<file path="src/rtl/din_stream_pkg.sv">
// din_stream_pkg: shared width and byte type for the din stream path
package din_stream_pkg;
    localparam int DIN_DW = 8;
    typedef logic [DIN_DW-1:0] din_byte_t;
endpackage

</file>
<file path="src/rtl/din_stream_mem.sv">
// din_stream_mem: DEPTH x DW storage, one write port, async read, no reset
module din_stream_mem #(
    parameter int DW = 8,
    parameter int DEPTH = 4,
    parameter int AW = $clog2(DEPTH)
) (
    input  logic          clk,
    input  logic          we,
    input  logic [AW-1:0] waddr,
    input  logic [DW-1:0] wdata,
    input  logic [AW-1:0] raddr,
    output logic [DW-1:0] rdata
);
    logic [DW-1:0] mem [DEPTH];
    always_ff @(posedge clk)
        if (we) mem[waddr] <= wdata;
    assign rdata = mem[raddr];
endmodule

</file>
<file path="src/rtl/din_stream_fifo.sv">
// din_stream_fifo: first-word-fall-through elastic FIFO feeding consumer din,
// with fill level and a sticky flag for producers that withdraw stalled data
module din_stream_fifo
    import din_stream_pkg::*;
#(
    parameter int DW = DIN_DW,
    parameter int DEPTH = 4,
    parameter int AW = $clog2(DEPTH)
) (
    input  logic          clk,
    input  logic          rst,
    input  logic          in_valid,
    output logic          in_ready,
    input  logic [DW-1:0] in_data,
    output logic          out_valid,
    input  logic          out_ready,
    output logic [DW-1:0] out_data,
    input  logic          flush,
    output logic [AW:0]   count,
    output logic          proto_err
);
    localparam logic [AW:0] ONE = (AW+1)'(1);
    localparam logic [AW:0] FULL = (AW+1)'(DEPTH);
    logic [AW:0] wr_ptr, rd_ptr, count_q;
    logic ready_en, stall_q, err_q, push, pop, ptr_msb_unused;
    logic [DW-1:0] rdata;
    assign in_ready = ready_en & (count_q != FULL);
    assign out_valid = count_q != '0;
    assign push = in_valid & in_ready;
    assign pop = out_valid & out_ready;
    assign out_data = out_valid ? rdata : '0;
    assign count = count_q;
    assign proto_err = err_q;
    assign ptr_msb_unused = wr_ptr[AW] ^ rd_ptr[AW];
    // ready_en keeps in_ready low until the first edge after reset release
    always_ff @(posedge clk or posedge rst) begin
        if (rst) begin
            wr_ptr <= '0;
            rd_ptr <= '0;
            count_q <= '0;
            ready_en <= 1'b0;
            stall_q <= 1'b0;
            err_q <= 1'b0;
        end else begin
            ready_en <= 1'b1;
            stall_q <= in_valid & ~in_ready;
            err_q <= err_q | (stall_q & ~in_valid);
            if (flush) begin
                wr_ptr <= '0;
                rd_ptr <= '0;
                count_q <= '0;
            end else begin
                wr_ptr <= push ? wr_ptr + ONE : wr_ptr;
                rd_ptr <= pop ? rd_ptr + ONE : rd_ptr;
                count_q <= count_q + (AW+1)'(push) - (AW+1)'(pop);
            end
        end
    end
    din_stream_mem #(.DW(DW), .DEPTH(DEPTH), .AW(AW)) u_mem (
        .clk(clk),
        .we(push & ~flush),
        .waddr(wr_ptr[AW-1:0]),
        .wdata(in_data),
        .raddr(rd_ptr[AW-1:0]),
        .rdata(rdata)
    );
endmodule

</file>
<file path="config.mk">
export PLATFORM = sky130hd
export DESIGN_NAME = din_stream_fifo
export DESIGN_NICKNAME = d
export VERILOG_FILES = /design/src/rtl/din_stream_pkg.sv /design/src/rtl/din_stream_mem.sv /design/src/rtl/din_stream_fifo.sv
export SDC_FILE = /design/constraint.sdc
export NUM_CORES = 1
export LEC_CHECK = 0
export ABC_CLOCK_PERIOD_IN_PS = 3850
export CAP_MARGIN = 40
export CORE_UTILIZATION = 56
export DETAILED_ROUTE_END_ITERATION = 8
export PLACE_DENSITY = 0.86
export RECOVER_POWER = 25
export SETUP_SLACK_MARGIN = 0.3
export SLEW_MARGIN = 20
export SYNTH_ARGS = -nofsm -noshare
export SYNTH_HDL_FRONTEND = slang
export SYNTH_SLANG_ARGS = --single-unit
</file>
<file path="constraint.sdc">
create_clock -name clk -period 3.85 [get_ports clk]
set_input_delay 0.5775 -clock clk [delete_from_list [all_inputs] [get_ports clk]]
set_output_delay 0.5775 -clock clk [all_outputs]
set_load 0.005 [all_outputs]
</file>
==> run metrics, run 1 <==
TritonCTS clock tree=yes; share of layout cells above drive strength 1=0.137; storage element area=0.00121 sq mm; placed insts=175; number of global-route vias before repair=938; # nets final=157; reg2reg setup slack=1.54 ns; Final Max Slew Viols=0; Worst-path clk slew=0.11 ns; setup tns final=0 ns; n_diodes=0; routing usage on met2=0.327; area leader, netlist=edfxtp_1; CP Class=reg -> out; Post-synth top cells=32 x edfxtp_1, 10 x dfrtp_1, 10 x nor2b_1; pre-CTS setup slack=1.18 ns; Most used DFF post-synth=edfxtp_1; die area=0.00340 sq mm; multi-input logic area=515 sq um; CP Data Required Time=3.27 ns; Routed WL per cell=15.7 um; GRT Resource Usage Total=0.195; initial antenna violation count=0; htree depth=2; routed wire length=2880 um; 1st-iter DRT viols=33; Area Growth Syn to Fin=20.7%; routability cong.=0.712; VDD IR max=0.424 mV; pin count of the biggest net entering global routing=13; postcts setup bufs=0; first-pass GRT wire length=4470 um; Register-to-Register Path Depth=9; CTS resizes=0; synth top area cells=edfxtp_1 54%, dfrtp_1 14%, mux4_2 10%; Clock Sinks=42; HPWL Detailed=2020 um; Mapped Cells=108; grt ovf=0; GRT Max-Usage Layer=met2; clock skew=0.00577 ns; most numerous cell in the Yosys netlist=edfxtp_1; post-synth cell types=27; Core ar.=0.00303 sq mm; CTS Buffer Depth=2; DR pass1 iterations=4; Cell Area, Synth=0.00177 sq mm; IO Port Bufs=26; Async S/R FF share, synth=0.238; Pwr Density=586 mW/mm^2; crit share post-route=0.728; chip width=58.3 um; CTS root buffer=clkbuf_4; Synth Net Count=127; Routed Antenna Nets=0; Layout Cells excl Fill=183; Critical R2R Capture=count[2]; Warnings, synthesis=0; Fillers=189; worst slew pin tran=0.581 ns; max_cap viols=0; Hold Crit Class=reg -> reg; Worst-Skew Late Latency=0.35 ns; Final Hold Vio Count=0; Mapped Avg Cell Area=16.4 sq um; hold path depth=1; CP arrival=2.23 ns; share of the synthesized area in the top cell type=0.542; slew margin rel.=0.613; I/O pins=27; grt met1 use=0.224; grt met3 use=0.0759; leakage=0.760 nW; Final WS setup=1.05 ns; # setup viols final=0; Worst Hold Path EP=proto_err; RSZ-0062 raised after global routing=no; total number of vias=927; initial core utilization=0.586; DRC viols=0; HP Start=stall_q; DR vias/cell=5.07; crit end category=output pin; Rows=20; chip height=58.3 um; register bit total from synthesis=42; EDFF count, synth=32; Max Fclk=357 MHz; sequential share of the synthesized area=0.683; CTS buffer count=5; cts hold-fix bufs=0; r2r startpoint=count[1]; CP Max Fanout=10; fin crit period=2.80 ns; critical path launch point type=flop; status=completed
==> logic make-up after synthesis <==
family          synth area share
flops                      0.683
simple gates              0.0973
other cells              0.00211
xor+xnor                  0.0148
fa+ha+maj                 0.0465
buf+inv                   0.0268
compound gates            0.0282
mux                        0.102
==> per-stage QoR <==
stage	utilization	total power, W	cell area, sq um	hold WS (ns)
3_3_place_gp	0.684	0.00101	2070	0.438
3_5_place_dp	0.684	0.00104	2070	0.496
4_1_cts	0.707	0.00127	2140	0.496
6_report	0.707	0.00125	2140	0.507
2_1_floorplan	-	0.000823	1770	0.418
5_1_grt	0.707	0.00132	2140	0.535
==> critical path, cell delays in order, from the launching register on <==
cell and delay (ns):
dfrtp_1 0.73, mux4_2 0.56, nor2b_1 0.14, clkdlybuf4s50_1 0.45
==> flip-flops by register name (all words and copies together), names as in the netlist <==
| signal | flops |
|---|---|
| proto_err | 1 |
| u_mem.mem | 32 |
| stall_q | 1 |
| wr_ptr | 2 |
| ready_en | 1 |
| rd_ptr | 2 |
| count | 3 |
==> area by class of cell <==
type                    instances  area share
clock buffers                   7      0.0304
clock inverters                 1     0.00175
flip-flops and latches         42       0.566
well taps                      44      0.0257
multi-input cells              56       0.241
inverters                       6      0.0105
repair buffers                 27       0.125
==> power by group <==
part / total, W / internal (W) / switching, W
sequential: 0.000584 / 0.000521 / 0.0000635
combinational: 0.000433 / 0.000272 / 0.000161
clock: 0.000238 / 0.000105 / 0.000133
==> how the worst max path moves through the flow <==
stage,startpoint,end,slack (ns),cells past startpoint
finish,rd_ptr[0],out_data[4],1.05,3
global placement,in_valid,count[2],1.32,10
detailed placement,in_valid,count[2],1.18,10
floorplan,count[1],count[2],1.76,9
global route,rd_ptr[0],out_data[7],0.89,3
CTS,rd_ptr[0],out_data[4],0.95,3
==> placed cells by master, fill, tap and decap left out, types with 2 or more instances in the layout <==
cell type	count
edfxtp_1	32
clkdlybuf4s50_1	20
nor2b_1	10
dfrtp_1	10
mux4_2	8
nor2_1	6
dlygate4sd3_1	6
inv_1	5
and2_1	5
ha_1	5
clkbuf_4	5
nor3_1	3
a21oi_1	3
xor2_1	2
nand2_1	2
or3_1	2
o21ai_0	2
clkbuf_8	2
==> metal layers <==
metal,up-vias,part of all wire
met5,-,0
met4,0,0.017
met3,6,0.040
met2,19,0.52
li1,448,-
met1,454,0.42
Note: power is estimated with default switching activity, not from simulation.
==> inputs of run 2 (changes only) <==
Settings changed: ABC_CLOCK_PERIOD_IN_PS 3850 to 2300, CORE_UTILIZATION 56 to 47, PLACE_DENSITY 0.86 to 0.78.
Clock period 3.85 ns to 2.3 ns, I/O delays scaled along.
==> run 2 against run 1 <==
Die area rose by 18%. Via count rose by 14%. Global-route usage fell by 1.6 points. First-iteration DRC count fell by 3.0%. Register-to-register slack got worse by 1.3 ns. Routed wire length rose by 12%. Clock skew fell by 0.0034 ns. Sequential power rose by 63%. Cell area rose by 10%. Worst hold slack got worse by 0.049 ns. Power rose by 99%. Non-clock buffer count rose by 21. Highest routed layer unchanged.
==> run metrics, run 2 (synthesis gave the netlist of run 1 again) <==
status=completed; routed wire length=3220 um; Max Fclk=476 MHz; Routed WL per cell=15.7 um; pin count of the biggest net entering global routing=14; crit end category=flop; final instance area=0.00236 sq mm; Rows=21; die area=0.00402 sq mm; Top Layer Used=met4; n_diodes=0; # nets final=178; chip width=63.4 um; IO Port Bufs=26; Register-to-Register Path Depth=9; Critical R2R Capture=count[2]; commonest non-fill, non-tap cell in the layout=edfxtp_1; Worst-Skew Late Latency=0.29 ns; CP arrival=2.29 ns; Core ar.=0.00347 sq mm; DR vias/cell=5.12; r2r startpoint=count[1]; fin crit period=2.10 ns; DR pass1 iterations=4; clock skew=0.00232 ns; Hold Crit Class=reg -> reg; total number of vias=1,055; CP Class=reg -> reg; worst setup path end=count[2]; # setup viols final=0; HPWL Detailed=1930 um; commonest non-fill, non-tap cells in the layout=32 x edfxtp_1, 17 x buf_4, 12 x clkdlybuf4s50_1; Fillers=240; met2 wire len=1720 um; Final Hold Vio Count=0; VDD IR max=0.494 mV; routability cong.=0.737; Finished Core Util=0.681; Largest Register=u_mem.mem; TritonCTS clock tree=yes; Met3 Routed Length=158 um; CP Max Fanout=4; 1st-iter DRT viols=32; initial core utilization=0.512; CP Data Required Time=2.48 ns; placed insts=183; Routed Antenna Nets=0; GRT Resource Usage Total=0.179; Worst-path clk slew=0.07 ns; Clock Sinks=42; reg2reg setup slack=0.20 ns; leakage=0.897 nW; Post-DP Area=0.00213 sq mm; CTS buffer count=5; Pwr Density=1050 mW/mm^2; chip height=63.4 um; first-pass GRT wire length=5200 um; DRC viols=0; CP startpoint=count[1]; max_cap viols=0; number of global-route vias before repair=1,105; crit share post-route=0.914; RSZ-0062 raised after global routing=yes; max reg flops=32; CTS Buffer Depth=2; grt ovf=0; htree depth=2; initial antenna violation count=0; Final Max Slew Viols=0; critical path launch point type=flop; CTS root buffer=clkbuf_8; Area Growth Syn to Fin=33.2%; I/O pins=27; share of layout cells above drive strength 1=0.369; Layout Cells excl Fill=206; Post-Route M1 WL=1260 um
==> run 2: how the worst min path moves through the flow <==
| stage | from | end | slack (ns) | cells after the start |
|---|---|---|---|---|
| floorplan | rst | count[0] | 0.19 | 1 |
| global placement | stall_q | proto_err | 0.44 | 1 |
| detailed placement | proto_err | proto_err | 0.44 | 1 |
| CTS | rst | proto_err | 0.34 | 2 |
| global route | rst | wr_ptr[0] | 0.49 | 2 |
| finish | proto_err | proto_err | 0.46 | 1 |
==> run 2: power breakdown <==
part           internal (W)  leakage [nW]  total (W)  switching [W]
Sequential         0.000877         0.411   0.000954      0.0000762
Clock              0.000207        0.0416   0.000439       0.000232
Combinational      0.000664         0.444    0.00110       0.000434
Total               0.00175         0.897    0.00249       0.000742
==> run 2: per-stage QoR <==
step / worst slack, ns / power (W) / hold WS (ns) / setup TNS [ns]
floorplan: 0.300 / 0.00139 / 0.185 / 0
global placement: 0.0551 / 0.00174 / 0.439 / 0
detailed placement: -0.0447 / 0.00176 / 0.445 / -0.0447
CTS: 0.211 / 0.00231 / 0.337 / 0
global route: 0.0456 / 0.00264 / 0.490 / 0
finish: 0.198 / 0.00249 / 0.458 / 0
==> run 2: final cells by class <==
type | instances | area [sq um] | share of cell area
clock inverters | 3 | 16.3 | 0.00688
repair buffers | 48 | 423 | 0.179
inverters | 6 | 22.5 | 0.00953
multi-input cells | 56 | 561 | 0.237
flip-flops and latches | 42 | 1210 | 0.514
clock buffers | 5 | 68.8 | 0.0291
well taps | 46 | 57.6 | 0.0244
==> run 2: repair_timing <==
| item | CTS | global route |
|---|---|---|
| pin swaps | 5 | 0 |
| hold endpoints to repair | 0 | 0 |
| buffers inserted | 8 | 6 |
| resized for setup | 35 | 13 |
| setup endpoints to repair | 10 | 26 |
| cloned | 1 | 0 |
| hold buffers | 0 | 0 |
==> run 2: per-layer routing <==
metal,up-vias,global-route usage
li1,493,-
met1,518,0.193
met2,34,0.316
met3,10,0.0580
met4,0,0.0795
met5,-,0
==> run 2: critical path, stage by stage (launching register included) <==
cell and delay, ns:
dfrtp_2 0.46, nor3b_4 0.24, nor2_2 0.08, xnor2_2 0.16
ha_2 0.17, inv_1 0.05, fa_2 0.36, xor2_1 0.24
and2_1 0.19, nor3_2 0.04
==> inputs of run 3 (changes only) <==
Settings changed: SLEW_MARGIN 20 to 5.
==> results of run 3 <==
Final layout, timing and power as in run 2 (identical DEF).
